--- src/rtl/db_pulse_gen.sv ---
// Push-button debouncer: two-flop synchronizer, four-state qualifier FSM,
// registered debounced level plus one-cycle press/release pulses.
module db_pulse_gen #(
    parameter int DB_COUNT = 2000000
) (
    input  logic clk,
    input  logic reset,
    input  logic in,
    output logic db_level,
    output logic press_p,
    output logic release_p
);

    localparam int CW = $clog2(DB_COUNT);
    // The LO/HI sample that leaves the stable state is the first stable cycle,
    // so the wait state qualifies on the DB_COUNT-th consecutive sample.
    localparam logic [CW-1:0] LAST = CW'(DB_COUNT - 2);

    typedef enum logic [1:0] {
        LO,
        WAIT_HI,
        HI,
        WAIT_LO
    } state_t;

    logic          r_sync1;
    logic          r_in_s;
    state_t        r_state;
    logic [CW-1:0] r_cnt;
    logic          r_db_level;
    logic          r_press;
    logic          r_release;

    state_t        w_state_nxt;
    logic [CW-1:0] w_cnt_nxt;
    logic          w_db_nxt;
    logic          w_press_nxt;
    logic          w_release_nxt;

    always_ff @(posedge clk or negedge reset) begin
        if (!reset) begin
            r_sync1    <= 1'b0;
            r_in_s     <= 1'b0;
            r_state    <= LO;
            r_cnt      <= '0;
            r_db_level <= 1'b0;
            r_press    <= 1'b0;
            r_release  <= 1'b0;
        end else begin
            r_sync1    <= in;
            r_in_s     <= r_sync1;
            r_state    <= w_state_nxt;
            r_cnt      <= w_cnt_nxt;
            r_db_level <= w_db_nxt;
            r_press    <= w_press_nxt;
            r_release  <= w_release_nxt;
        end
    end

    always_comb begin
        w_state_nxt   = r_state;
        w_cnt_nxt     = '0;
        w_db_nxt      = r_db_level;
        w_press_nxt   = 1'b0;
        w_release_nxt = 1'b0;
        unique case (r_state)
            LO: begin
                if (r_in_s) w_state_nxt = WAIT_HI;
            end
            WAIT_HI: begin
                if (!r_in_s) begin
                    w_state_nxt = LO;
                end else if (r_cnt == LAST) begin
                    w_state_nxt = HI;
                    w_db_nxt    = 1'b1;
                    w_press_nxt = 1'b1;
                end else begin
                    w_cnt_nxt = r_cnt + 1'b1;
                end
            end
            HI: begin
                if (!r_in_s) w_state_nxt = WAIT_LO;
            end
            WAIT_LO: begin
                if (r_in_s) begin
                    w_state_nxt = HI;
                end else if (r_cnt == LAST) begin
                    w_state_nxt   = LO;
                    w_db_nxt      = 1'b0;
                    w_release_nxt = 1'b1;
                end else begin
                    w_cnt_nxt = r_cnt + 1'b1;
                end
            end
            default: begin
                w_state_nxt = LO;
            end
        endcase
    end

    assign db_level  = r_db_level;
    assign press_p   = r_press;
    assign release_p = r_release;

endmodule

--- config.mk ---
export PLATFORM = sky130hd
export DESIGN_NAME = db_pulse_gen
export DESIGN_NICKNAME = d
export VERILOG_FILES = /design/src/rtl/db_pulse_gen.sv
export SDC_FILE = /design/constraint.sdc
export NUM_CORES = 1
export LEC_CHECK = 0
export ABC_AREA = 1
export ABC_CLOCK_PERIOD_IN_PS = 1550
export CAP_MARGIN = 10
export CORE_MARGIN = 4
export CORE_UTILIZATION = 32
export CTS_CLUSTER_SIZE = 24
export DETAILED_ROUTE_END_ITERATION = 6
export GPL_TIMING_DRIVEN = 0
export SKIP_CTS_REPAIR_TIMING = 1
export SYNTH_ARGS = -nofsm -noshare
export SYNTH_HDL_FRONTEND = slang
export SYNTH_SLANG_ARGS = --single-unit
--- constraint.sdc ---
create_clock -name clk -period 1.55 [get_ports clk]
set_input_delay 0.2325 -clock clk [delete_from_list [all_inputs] [get_ports clk]]
set_output_delay 0.2325 -clock clk [all_outputs]
set_load 0.01 [all_outputs]
==> metrics.txt <==
startpoint class of the critical path=flip-flop; CP endpoint kind=flip-flop; vias in the first global route=1244; die width=between 70 and 80 um; Setup violations, final=2; final WL=~3400 um; final antenna diode count=0; post-synthesis register bit count=28; cts bufs inserted=3; Critical Path Fanout Max=8; GRT Total Usage=around an eighth; DP Worst Slack=-0.0579 ns; worst-path cell chain=inv_1 -> ha_2 -> nand2_2 -> nor2_1 -> nand3_1 -> nor2_4 -> nor2_4 -> clkinv_4 -> clkbuf_16 -> nor2_2; clk slew on worst S/H paths=roughly 0.1 ns; cell count after synthesis=~210; Final Critical Period=1.55 ns; kind of critical path=reg2reg; Hold Crit Class=in2async; area of the core=~4500 sq um; via count=roughly 1300; CP required=1.73 ns; Yosys cell types=17; filler cell count=approximately 470; flop2flop setup slack=-0.002 ns; Clock Path Buffers=2; num rows=24; I/O pin cnt=6; DIE AREA=5960 sq um; Reg area=701 sq um; fin nets=about 240; Worst-Margin Slew=~0.6 ns; first-pass GRT wire length=between 5000 and 6000 um; gp weighted congestion=0.827; sequential element share of the synthesized area=between 40% and 50%; Arr. time, crit path=approximately 1.7 ns; Synth area leaders=dfrtp_1, nand2_1, nor2_1; Clk Latency, worst-skew pair=0.29 ns; H-Tree Depth=1; Setup TNS Final=-0.00321 ns; Final Util=42.6%; total power=1.42 mW; layout cells sized above 1=between 10% and 20%; Area Growth Syn to Fin=25.3%; buffers added on ports=5; largest area contributor in the netlist=dfrtp_1; status=finished with violations; DRC viols=0; PD cells=roughly 740 nW/um^2; Clock Sinks=28; final worst-path cycle share=100%; Yosys Warn Count=0; DP HPWL=between 2000 and 2500 um; DRT iter0 DRCs=79; critical path's slowest cell=dfrtp_1; FMAX=0.644 GHz; Vias/cell=roughly 4.7; Max-Cap Viols=0; post-synth top area share=roughly 46%; post-synthesis area per instance=between 7 and 8 sq um; Fin. Hold Viols=0; most used cell, CP=nor2_4; Max-slew headroom=between 50% and 60%; Setup Skew=0.00837 ns; Synthesized Nets=~220; root buffer selected by CTS=clkbuf_8; RSZ-0062 raised after global routing=yes; slowest cell delay on critical path=roughly 0.42 ns; die height=77.2 um; Pre-Repair DR Iteration Count=4; CTS tree=yes; Final ANT Viol Nets=0; GRT overflow=0; Setup WS post-layout=-0.00238 ns; multi-input logic area=810 sq um; drt wl/cell=12.2 um; Mapped Area=roughly 1500 sq um; Max rail drop VDD=around 0.57 mV; Leakage=roughly 0.78 nW; initial antenna violation count=0; Initial Utilization=about 34%; largest net degree at the start of global routing=19; Pins Over Slew Limit=0; violated checks=setup timing
routing by layer:
layer | share of wire (%) | global-route usage, % | up-vias
li1 | - | - | 678
met1 | 48 | 16.3 | 632
met2 | 47 | 19.5 | 19
met3 | 3.6 | 2.58 | 7
met4 | 1.7 | 3.20 | 0
met5 | 0 | 0 | -
cell usage after synthesis:
cell / number
a21boi_0: 1
buf_6: 1
dfrtp_1: 28
ha_1: 2
inv_1: 21
inv_4: 1
nand2_1: 63
nand3_1: 11
nand3b_1: 1
nand4_1: 2
nor2_1: 61
nor2_2: 2
nor2_4: 2
nor3_1: 1
o21bai_1: 1
xnor2_1: 3
xor2_1: 10
registers in the layout, indices dropped and copies added (netlist names), named ones only:
register	flops
r_cnt	21
db_level	1
press_p	1
r_in_s	1
r_state	1
r_sync1	1
release_p	1
final timing paths:
path,from,end,cells past startpoint
max,r_cnt[0]$_DFF_PN0_,r_cnt[6]$_DFF_PN0_,10
min in group clk,r_sync1$_DFF_PN0_,r_in_s$_DFF_PN0_,0
min,reset,r_cnt[11]$_DFF_PN0_,1
max in group asynchronous,reset,r_state[0]$_DFFE_PN0P_,2
min reg2reg,r_sync1$_DFF_PN0_,r_in_s$_DFF_PN0_,0
max reg2reg,r_cnt[0]$_DFF_PN0_,r_cnt[6]$_DFF_PN0_,10
worst max-delay path, delay by kind of cell, from the launching register on:
family | cells | cell delay [ns]
simple gates | 6 | 0.52
flops | 1 | 0.42
buf+inv | 3 | 0.32
fa+ha+maj | 1 | 0.19
power by group:
| group | internal, mW | leakage [nW] | total [mW] | switching, mW |
|---|---|---|---|---|
| registers | 0.736 | 0.383 | 0.742 | 0.00571 |
| logic | 0.0381 | 0.359 | 0.0815 | 0.0434 |
| clock network | 0.347 | 0.0357 | 0.593 | 0.247 |
| total | 1.12 | 0.779 | 1.42 | 0.296 |
cell usage in the layout, fill, tap and decap left out:
master	count
dfrtp_1	28
buf_4	6
nor2_1	47
nand3_1	10
xnor2_1	3
buf_6	2
nand3b_1	1
nand4_1	2
a21boi_0	1
buf_16	1
nor2_2	13
ha_2	1
bufinv_16	1
nand3_2	1
clkbuf_8	3
ha_1	1
o21bai_1	1
nand2_1	58
xor2_1	10
nor3_2	1
nor2_4	5
clkdlybuf4s50_1	5
nand2_2	5
buf_8	1
inv_1	21
clkinv_4	1
clkbuf_16	1
area by class of cell:
type	count	area share, %
plain buffers	1	0.782
clock buffers	3	2.15
clock inverters	1	1.56
inverters	22	4.56
multi-input cells	160	42.2
flip-flops and latches	28	36.5
well taps	52	3.39
repair buffers	15	8.87
per-stage QoR:
step | std cells | hold slack [ns] | instance area [sq um]
global placement | 268 | 0.335 | 1650
global route | 282 | 0.359 | 1920
detailed placement | 269 | 0.340 | 1670
CTS | 273 | 0.342 | 1750
finish | 282 | 0.317 | 1920
floorplan | 211 | -0.0631 | 1530
cell families (layout without fill, tap and decap cells):
group / count (synthesis) / after routing / share of synthesized area [%]
adder cells (fa/ha/maj): 2 / 2 / 1.63
buffers and inverters: 23 / 42 / 6.29
AND/OR/NAND/NOR: 143 / 143 / 37.9
AO/OA/AOI/OAI: 2 / 2 / 0.981
XOR/XNOR: 13 / 13 / 7.43
flip-flops: 28 / 28 / 45.8
No activity file was read; power rests on OpenSTA's default activity.
==> variant: new RTL, config.mk and constraints unchanged <==
Set the parameter `DB_COUNT` to 500000 (it was 2000000).
--- a/src/rtl/db_pulse_gen.sv
+++ b/src/rtl/db_pulse_gen.sv
@@ -1,7 +1,7 @@
 // Push-button debouncer: two-flop synchronizer, four-state qualifier FSM,
 // registered debounced level plus one-cycle press/release pulses.
 module db_pulse_gen #(
-    parameter int DB_COUNT = 2000000
+    parameter int DB_COUNT = 500000
 ) (
     input  logic clk,
     input  logic reset,
Check against the original RTL: same outputs for any inputs over 10 cycles, from zero or initial values and one cycle with reset low; that may be too few to reach the edited logic, so the function may still have changed.
==> variant against the unedited design <==
The flow finishes with violations (hold timing); total power decreased by 6.6%; non-clock buffer count decreased by 5; clock skew decreased by 4.5 ps; cell area decreased by 11%; synthesized area decreased by 6.8%; sequential share of layout area increased by 1.6 points; worst setup slack improved by 53 ps; utilization decreased by 2.9 points; largest cell class unchanged; routed wire length decreased by 14%; global-route usage decreased by 0.85 points; sequential cell count decreased by 2; critical path depth unchanged; hold slack got worse by 350 ps.
==> variant: results (changes against the unedited design) <==
.. list-table::
   :header-rows: 1

   * - Metric
     - Value
   * - Global-route wire length before repair
     - 4.87 mm (was 5.82 mm)
   * - Number of flip-flops in the largest register
     - 19 (was 21)
   * - Leakage power of the design
     - 0.765 nW (was 0.779 nW)
   * - Fraction of met1 tracks used by global routing
     - 14.8% (was 16.3%)
   * - Cell family with most CP delay
     - flip-flops (was simple AND/OR/NAND/NOR gates)
   * - Post-DP HPWL
     - 2.14 mm (was 2.45 mm)
   * - Met3 usage in global routing
     - 1.47% (was 2.58%)
   * - Data arrival at the endpoint of the critical path
     - 1670 ps (was 1730 ps)
   * - Ranking of synthesized cells by area
     - dfrtp_1, nand2_1, nor2_1 (unchanged)
   * - Crit path time final
     - 1500 ps (was 1550 ps)
   * - Routability Congestion
     - 0.811 (was 0.827)
   * - Maximum VDD drop
     - 0.320 mV (was 0.572 mV)
   * - Switch share
     - 20.0% (was 20.9%)
   * - Vias after detailed routing
     - 1,216 (was 1,336)
   * - Met2 usage
     - 18.5% (was 19.5%)
   * - Number of global-route vias before repair
     - 1,089 (was 1,244)
   * - Clk_skew
     - 3.92 ps (was 8.37 ps)
   * - Combinational Power Share
     - 4.9% (was 5.8%)
   * - Headroom to the max-slew limit
     - 56.4% (was 58.9%)
   * - Area post-placement
     - 0.00154 mm2 (was 0.00167 mm2)
   * - Clock insertion delay at the later pin of the skew report
     - 270 ps (was 290 ps)
   * - Final hold violations
     - 26 (was 0)
   * - Share of the synthesized area in compound gates (AO/OA/AOI/OAI)
     - 1.05% (was 0.980%)
   * - Crit Reg-Reg Endpoint
     - r_cnt[3] (was r_cnt[6])
   * - R2R setup slack
     - 50 ps (was -2 ps)
   * - DRT iter0 DRCs
     - 43 (was 79)
   * - Worst-case hold slack
     - -31.9 ps (was 317 ps)
   * - Seq/Total Area, Yosys
     - 45.6% (was 45.8%)
   * - Sequential power
     - 0.692 mW (was 0.742 mW)
   * - Pre-CTS setup slack
     - -170 ps (was -57.9 ps)
   * - Result of the run
     - finished with violations (unchanged)
   * - Post-synthesis share of cell area spent on full adders, half adders and majority gates
     - 1.75% (was 1.63%)
   * - Top cells by instance count after synthesis
     - nand2_1, nor2_1, dfrtp_1, inv_1, nand3_1 (was nand2_1, nor2_1, dfrtp_1)
   * - Synth Net Count
     - 203 (was 216)
   * - Number of distinct standard cells referenced by the synthesized netlist
     - 19 (was 17)
   * - Fraction of layout cells with a size suffix above 1
     - 13.7% (was 18.3%)
   * - Violated checks
     - hold timing (was setup timing)
   * - Pin count of the biggest net entering global routing
     - 27 (was 19)
   * - Cell at the slowest stage of the critical path
     - dfrtp_2 (was dfrtp_1)
   * - Via-per-instance ratio
     - 4.61 (was 4.74)
   * - Final nets
     - 218 (was 236)
   * - Post-placement cell count
     - 255 (was 269)
   * - I/O Buffers
     - 5 (unchanged)
   * - Max FO, Critical Path
     - 5 (was 8)
   * - Number of synthesis warnings
     - 0 (unchanged)
   * - DR WL/cell
     - 11.2 um (was 12.2 um)
   * - Largest stage delay, worst path
     - 450 ps (was 420 ps)
[variant: changes by cell type after synthesis, moves of 3 or more]
cell     change
xor2_1       -6
inv_1        +5
nor2_1      -13
nand3_1      -3
nand2_1      -5
nand4_1      +4
[variant: layer usage]
metal	vias to the layer above	share of wire (%)	routed length (um)
met3	5	3.5	105
met2	18	48	1440
met4	0	1.7	49
met5	-	0	0
met1	567	46	1370
li1	626	-	-
[variant: area by class of cell]
| class | count | area, um2 | share of cell area, % |
|---|---|---|---|
| timing repair buffer | 10 | 113 | 6.56 |
| buffer | 1 | 15.0 | 0.875 |
| clock inverter | 1 | 30.0 | 1.75 |
| multi-input combinational | 144 | 692 | 40.3 |
| tap | 52 | 65.1 | 3.79 |
| sequential | 26 | 653 | 38.1 |
| clock buffer | 3 | 41.3 | 2.41 |
| inverter | 27 | 106 | 6.20 |
